--- src/rtl/sub_arbiter.sv ---
// Shares one 3-lane subtract unit between two requesters, round-robin, and routes results back by issue-order tags.
// Latency: issue is combinational (0 cycles); results are steered to their requester in the cycle they are popped.
// Backpressure: a full tag queue or a non-RUN state withholds offers; a full destination stalls the return path (head-of-line).
module sub_arbiter #(
  parameter int TAG_DEPTH = 8
) (
  input  logic                       clock,
  input  logic                       reset,
  input  logic [2:0][31:0]           req0_x,
  input  logic [2:0][31:0]           req0_y,
  input  logic                       req0_empty,
  output logic                       req0_rd_en,
  input  logic [2:0][31:0]           req1_x,
  input  logic [2:0][31:0]           req1_y,
  input  logic                       req1_empty,
  output logic                       req1_rd_en,
  output logic [2:0][31:0]           sub_x,
  output logic [2:0][31:0]           sub_y,
  output logic                       sub_in_empty,
  input  logic                       sub_in_rd_en,
  input  logic [2:0][31:0]           sub_out,
  input  logic                       sub_out_empty,
  output logic                       sub_out_rd_en,
  output logic [2:0][31:0]           res0_dout,
  output logic                       res0_wr_en,
  input  logic                       res0_full,
  output logic [2:0][31:0]           res1_dout,
  output logic                       res1_wr_en,
  input  logic                       res1_full,
  input  logic                       flush,
  output logic                       idle,
  output logic [$clog2(TAG_DEPTH):0] outstanding
);

  localparam int PW = $clog2(TAG_DEPTH);
  localparam int CW = PW + 1;
  localparam logic [CW-1:0] FULL_CNT = CW'(TAG_DEPTH);

  typedef enum logic [1:0] {ST_RUN, ST_DRAIN, ST_IDLE} state_t;

  state_t               state_q, state_d;
  logic                 prio_q, prio_d;
  logic [TAG_DEPTH-1:0] tags_q, tags_d;
  logic [PW-1:0]        wr_ptr_q, wr_ptr_d;
  logic [PW-1:0]        rd_ptr_q, rd_ptr_d;
  logic [CW-1:0]        count_q, count_d;
  logic                 idle_q, idle_d;

  logic grant_vld;
  logic grant_sel;
  logic issue;
  logic ret;
  logic head_tag;
  logic head_full;

  // Round-robin grant: the favoured requester wins if it has work, otherwise the other one.
  always_comb begin
    grant_vld = !req0_empty || !req1_empty;
    grant_sel = prio_q ? !req1_empty : (req0_empty && !req1_empty);
  end

  // Issue/return handshakes and result steering; everything is gated off while reset is held.
  always_comb begin
    sub_in_empty  = !reset || !grant_vld || (count_q == FULL_CNT) || (state_q != ST_RUN);
    issue         = sub_in_rd_en && !sub_in_empty;
    req0_rd_en    = issue && !grant_sel;
    req1_rd_en    = issue && grant_sel;
    sub_x         = grant_sel ? req1_x : req0_x;
    sub_y         = grant_sel ? req1_y : req0_y;
    head_tag      = tags_q[rd_ptr_q];
    head_full     = head_tag ? res1_full : res0_full;
    // A result arriving with no tag outstanding is a protocol error; it is left in the unit.
    sub_out_rd_en = reset && !sub_out_empty && (count_q != '0) && !head_full;
    ret           = sub_out_rd_en;
    res0_wr_en    = ret && !head_tag;
    res1_wr_en    = ret && head_tag;
    res0_dout     = sub_out;
    res1_dout     = sub_out;
    outstanding   = count_q;
    idle          = idle_q;
  end

  // Tag queue, priority pointer and RUN/DRAIN/IDLE next-state logic.
  always_comb begin
    tags_d   = tags_q;
    wr_ptr_d = wr_ptr_q;
    rd_ptr_d = rd_ptr_q;
    prio_d   = prio_q;
    count_d  = count_q;
    state_d  = state_q;

    if (issue) begin
      tags_d[wr_ptr_q] = grant_sel;
      wr_ptr_d         = wr_ptr_q + 1'b1;
      prio_d           = !grant_sel;
    end
    if (ret) begin
      rd_ptr_d = rd_ptr_q + 1'b1;
    end
    case ({issue, ret})
      2'b10:   count_d = count_q + 1'b1;
      2'b01:   count_d = count_q - 1'b1;
      default: count_d = count_q;
    endcase

    case (state_q)
      ST_RUN: begin
        // With nothing in flight and nothing issued this cycle there is nothing to drain.
        if (flush) begin
          state_d = ((count_q == '0) && !issue) ? ST_IDLE : ST_DRAIN;
        end
      end
      ST_DRAIN: begin
        if (count_q == '0) begin
          state_d = ST_IDLE;
        end
      end
      ST_IDLE: begin
        if (!flush) begin
          state_d = ST_RUN;
        end
      end
      default: state_d = ST_RUN;
    endcase

    idle_d = (state_d == ST_IDLE);
  end

  // State register with asynchronous active-low reset; reset drops all in-flight tags.
  always_ff @(posedge clock or negedge reset) begin
    if (!reset) begin
      state_q  <= ST_RUN;
      prio_q   <= 1'b0;
      tags_q   <= '0;
      wr_ptr_q <= '0;
      rd_ptr_q <= '0;
      count_q  <= '0;
      idle_q   <= 1'b0;
    end else begin
      state_q  <= state_d;
      prio_q   <= prio_d;
      tags_q   <= tags_d;
      wr_ptr_q <= wr_ptr_d;
      rd_ptr_q <= rd_ptr_d;
      count_q  <= count_d;
      idle_q   <= idle_d;
    end
  end

endmodule

--- config.mk ---
export PLATFORM = sky130hd
export DESIGN_NAME = sub_arbiter
export DESIGN_NICKNAME = d
export VERILOG_FILES = /design/src/rtl/sub_arbiter.sv
export SDC_FILE = /design/constraint.sdc
export NUM_CORES = 1
export LEC_CHECK = 0
export CORE_AREA = 2 2 341 343
export CTS_CLUSTER_DIAMETER = 50
export CTS_CLUSTER_SIZE = 30
export DETAILED_ROUTE_END_ITERATION = 6
export DIE_AREA = 0 0 343 345
export PLACE_DENSITY = 0.3
export REMOVE_ABC_BUFFERS = 1
export SLEW_MARGIN = 20
export SYNTH_ARGS = -nofsm -noshare
export SYNTH_HDL_FRONTEND = slang
export SYNTH_SLANG_ARGS = --single-unit
--- constraint.sdc ---
create_clock -name clock -period 8.55 [get_ports clock]
set_clock_uncertainty 0.2 [all_clocks]
set_input_delay 0.855 -clock clock [delete_from_list [all_inputs] [get_ports clock]]
set_output_delay 0.855 -clock clock [all_outputs]
set_load 0.005 [all_outputs]
==> impl_metrics.sql <==
INSERT INTO impl_metrics (metric_group, metric, value, unit) VALUES
('outcome', 'outcome', 'finished, final reports clean', ''),
('drt', 'totalWireLength', '91500', 'um'),
('drt', 'drtPass1Iterations', '5', ''),
('clock_network', 'clock_insertion_delay_worst_skew', '0.26', 'ns'),
('die', 'initial_util', '4.34', '%'),
('worst_setup_path', 'slowest_delay', '0.72', 'ns'),
('clock_network', 'cts_max_level', '1', ''),
('global_route', 'grt_overflow', '0', ''),
('clock_network', 'tritoncts_num_sinks', '22', ''),
('die', 'die_h', '345', 'um'),
('worst_setup_path', 'critPathRequiredTime', '7.50', 'ns'),
('synthesis', 'synth.yosys.seq_area_share', '11.0', '%'),
('clock_network', 'cts-root-buf', 'sky130_fd_sc_hd__clkbuf_16', ''),
('worst_setup_path', 'timing_worst_setup_path_type', 'in -> out', ''),
('worst_setup_path', 'crit-reg2reg-capture', 'outstanding[2]$_DFFE_PN0P_', ''),
('die', 'core.rowCount', '125', ''),
('synthesis', 'postSynthRegisterBits', '22', ''),
('synthesis', 'postSynth.topFlopCell', 'sky130_fd_sc_hd__dfrtp_1', ''),
('worst_hold_path', 'hold_depth', '1', ''),
('clock_network', 'post_cts_buffers', '0', ''),
('worst_setup_path', 'critPathSlowestCell', 'sky130_fd_sc_hd__buf_4', ''),
('synthesis', 'synth_cell_type_count', '37', ''),
('die', 'top_level_pins', '884', ''),
('die', 'chipWidth', '343', 'um'),
('worst_hold_path', 'holdCritPathClass', 'reg -> reg', ''),
('worst_setup_path', 'r2r-start', 'rd_ptr_q[0]$_DFFE_PN0N_', ''),
('drt', 'routed_wire_length_per_instance', '32.6', 'um'),
('worst_setup_path', 'worst-r2r-setup-slack', '5.37', 'ns'),
('worst_hold_path', 'hold_start', 'tags_q[6]$_DFFE_PN0P_', ''),
('drt', 'ant_nets', '0', ''),
('synthesis', 'async_reset_ff_share', '100', '%'),
('power', 'leakagePower', '4.61', 'nW'),
('worst_setup_path', 'worst_setup_path_end_kind', 'output pin', ''),
('cells_and_area', 'post-route-util', '9.92', '%'),
('worst_setup_path', 'worstPathBufferInverterCount', '3', ''),
('timing', 'final_count_of_hold_timing_violations', '0', ''),
('global_route', 'grt_first_pass_wirelength', '109000', 'um'),
('worst_setup_path', 'path_cells', 'clkdlybuf4s50_1 > nor2_1 > or2_4 > buf_4 > nand2_1 > nand2_1 > clkdlybuf4s50_1', ''),
('clock_network', 'cts.hold.buffers_added', '0', ''),
('global_route', 'first_global_vias', '7901', ''),
('cells_and_area', 'area.sequential', '551', 'um^2'),
('synthesis', 'ys.warnings.count', '0', ''),
('clock_network', 'clock_tree_from_tritoncts', 'done', ''),
('global_route', 'grt_max_degree', '135', ''),
('drt', 'via_count', '7865', ''),
('timing', 'period_share', '57.2', '%'),
('global_route', 'antenna_found_initial', '13', ''),
('place', 'place.gp.congestion', '0.785', ''),
('die', 'core_region_area', '115000', 'um^2'),
('die', 'fp.dieArea', '118000', 'um^2'),
('power', 'pwr_density_cell', '134', 'nW/um^2'),
('global_route', 'grt_use_total', '14.7', '%'),
('worst_setup_path', 'cp.arrival', '3.83', 'ns'),
('timing', 'relSlewSlack', '33.2', '%'),
('timing', 'finalSetupTns', '0', 'ns'),
('cells_and_area', 'area_delta_synth_final', '129', '%'),
('worst_setup_path', 'timing.critical_path.from_type', 'input port', ''),
('synthesis', 'synth.avg_cell_area', '5.44', 'um^2'),
('worst_setup_path', 'reg2reg_depth', '11', ''),
('timing', 'timing.fmax', '205', 'MHz'),
('cells_and_area', 'fin_nets', '1778', ''),
('synthesis', 'synth.cell_area', '4990', 'um^2'),
('timing', 'report.final.slew_viol_count', '0', ''),
('place', 'io_buffers', '595', ''),
('cells_and_area', 'area_taken_by_multi_input_logic_gates', '2810', 'um^2'),
('run', 'cap_violations', '0', ''),
('clock_network', 'max-clock-path-buffers', '2', ''),
('timing', 'setup_viol', '0', ''),
('drt', 'routed_via_density', '2.80', ''),
('clock_network', 'ctsResizeCount', '0', ''),
('cells_and_area', 'final_layout_size_suffix_gt1_share', '1.95', '%');
Yosys cell counts (2+ instances only):
master | n | area share [%]
sky130_fd_sc_hd__clkbuf_1 | 47 | 3.5
sky130_fd_sc_hd__mux4_2 | 2 | 0.90
sky130_fd_sc_hd__a21oi_1 | 3 | 0.30
sky130_fd_sc_hd__nor3_1 | 3 | 0.30
sky130_fd_sc_hd__nor4b_1 | 4 | 0.70
sky130_fd_sc_hd__nand4b_1 | 2 | 0.35
sky130_fd_sc_hd__xor2_1 | 3 | 0.53
sky130_fd_sc_hd__nand2_1 | 582 | 44
sky130_fd_sc_hd__dfrtp_1 | 22 | 11
sky130_fd_sc_hd__mux2_2 | 8 | 1.8
sky130_fd_sc_hd__o21ai_0 | 2 | 0.20
sky130_fd_sc_hd__nand3_1 | 2 | 0.20
sky130_fd_sc_hd__nand2b_1 | 4 | 0.50
sky130_fd_sc_hd__mux2_1 | 2 | 0.45
sky130_fd_sc_hd__ha_1 | 5 | 1.3
sky130_fd_sc_hd__nor2_1 | 8 | 0.60
sky130_fd_sc_hd__nand3b_1 | 2 | 0.30
sky130_fd_sc_hd__buf_4 | 192 | 29
sky130_fd_sc_hd__xnor2_1 | 6 | 1.1
sky130_fd_sc_hd__nor4_1 | 2 | 0.25
registers in the layout (all words and copies together), names as in the netlist:
signal / flops
wr_ptr_q: 3
idle: 1
rd_ptr_q: 3
state_q: 2
tags_q: 8
prio_q: 1
outstanding: 4
cell usage in the layout, fill, tap and decap left out, types with 2 or more instances in the layout:
cell                              synthesis  layout
sky130_fd_sc_hd__nand3_1                  2       2
sky130_fd_sc_hd__nor4_1                   2       2
sky130_fd_sc_hd__mux2_1                   2       2
sky130_fd_sc_hd__mux4_2                   2       2
sky130_fd_sc_hd__clkdlybuf4s50_1          0     595
sky130_fd_sc_hd__nand2_1                582     582
sky130_fd_sc_hd__nand4b_1                 2       2
sky130_fd_sc_hd__clkbuf_16                0       3
sky130_fd_sc_hd__nor4b_1                  4       4
sky130_fd_sc_hd__nor2_1                   8       7
sky130_fd_sc_hd__nor3_1                   3       3
sky130_fd_sc_hd__nand2b_1                 4       4
sky130_fd_sc_hd__mux2_2                   8       8
sky130_fd_sc_hd__a21oi_1                  3       3
sky130_fd_sc_hd__dfrtp_1                 22      22
sky130_fd_sc_hd__buf_4                  192       4
sky130_fd_sc_hd__xor2_1                   3       3
sky130_fd_sc_hd__buf_12                   0       2
sky130_fd_sc_hd__nand3b_1                 2       2
sky130_fd_sc_hd__o21ai_0                  2       2
sky130_fd_sc_hd__ha_1                     5       5
sky130_fd_sc_hd__xnor2_1                  6       6
area by class of cell:
type / count / area share [%]
diodes: 1 / 0.0219
inverters: 2 / 0.110
clock inverters: 1 / 0.263
repair buffers: 601 / 52.8
multi-input cells: 654 / 24.6
clock buffers: 3 / 0.658
well taps: 1524 / 16.7
flip-flops and latches: 22 / 4.82
worst register-to-register path: stages, from the launching register on:
cell and delay, ns:
sky130_fd_sc_hd__dfrtp_1 0.48, sky130_fd_sc_hd__mux4_2 0.56, sky130_fd_sc_hd__mux2_2 0.36, sky130_fd_sc_hd__mux2i_4 0.23, sky130_fd_sc_hd__inv_1 0.11, sky130_fd_sc_hd__ha_1 0.26, sky130_fd_sc_hd__xor2_1 0.18, sky130_fd_sc_hd__ha_1 0.19
sky130_fd_sc_hd__a21oi_1 0.14, sky130_fd_sc_hd__xor2_1 0.15, sky130_fd_sc_hd__nor2_1 0.06, sky130_fd_sc_hd__xor2_1 0.14
worst max-delay path by stage:
stage | start | to | slack (ns) | depth (start not counted)
final | req0_empty | sub_y[74] | 3.66 | 7
after global placement | req0_empty | sub_y[0] | 3.49 | 7
after CTS | req0_empty | sub_y[0] | 3.60 | 7
after global routing | req0_empty | sub_y[59] | 3.46 | 7
after floorplan | req0_empty | sub_x[0] | 0.25 | 4
after detailed placement | req0_empty | sub_y[0] | 3.61 | 7
per-layer routing:
metal  wire length, um  global-route usage [%]  up-vias  share of wire (%)
met5              1020                    6.90        -                1.1
met4               425                   0.775       32               0.46
met1             43800                    20.5     3547                 48
met2             29600                    16.7      904                 32
met3             16600                    12.0       69                 18
li1                  -                       -     3313                  -
logic make-up (layout without fill, tap and decap cells):
family,Yosys count,in the layout,share of synthesized area [%]
buffers and inverters,242,607,32.9
other,0,1,0
multiplexers,15,15,4.11
XOR/XNOR,9,9,1.58
AND/OR/NAND/NOR,617,617,48.2
AO/OA/AOI/OAI,8,8,0.952
adder cells (fa/ha/maj),5,5,1.25
flip-flops,22,22,11.0
through the flow:
step	power (mW)	cells	cell area [um^2]	hold slack (ns)	setup slack, ns
after detailed placement	1.43	2803	11300	0.297	3.61
final	1.53	2808	11400	0.305	3.66
after global placement	1.45	2803	11300	0.302	3.49
after floorplan	0.568	678	3360	0.253	0.250
after CTS	1.58	2807	11400	0.313	3.60
after global routing	1.64	2807	11400	0.319	3.46
power by group:
part | internal (mW) | leakage (nW) | switching, mW
registers | 0.146 | 0.277 | 0.0612
logic | 0.580 | 4.28 | 0.609
clock network | 0.0932 | 0.0511 | 0.0441
total | 0.819 | 4.61 | 0.714
No activity file was read; power rests on OpenSTA's default activity.
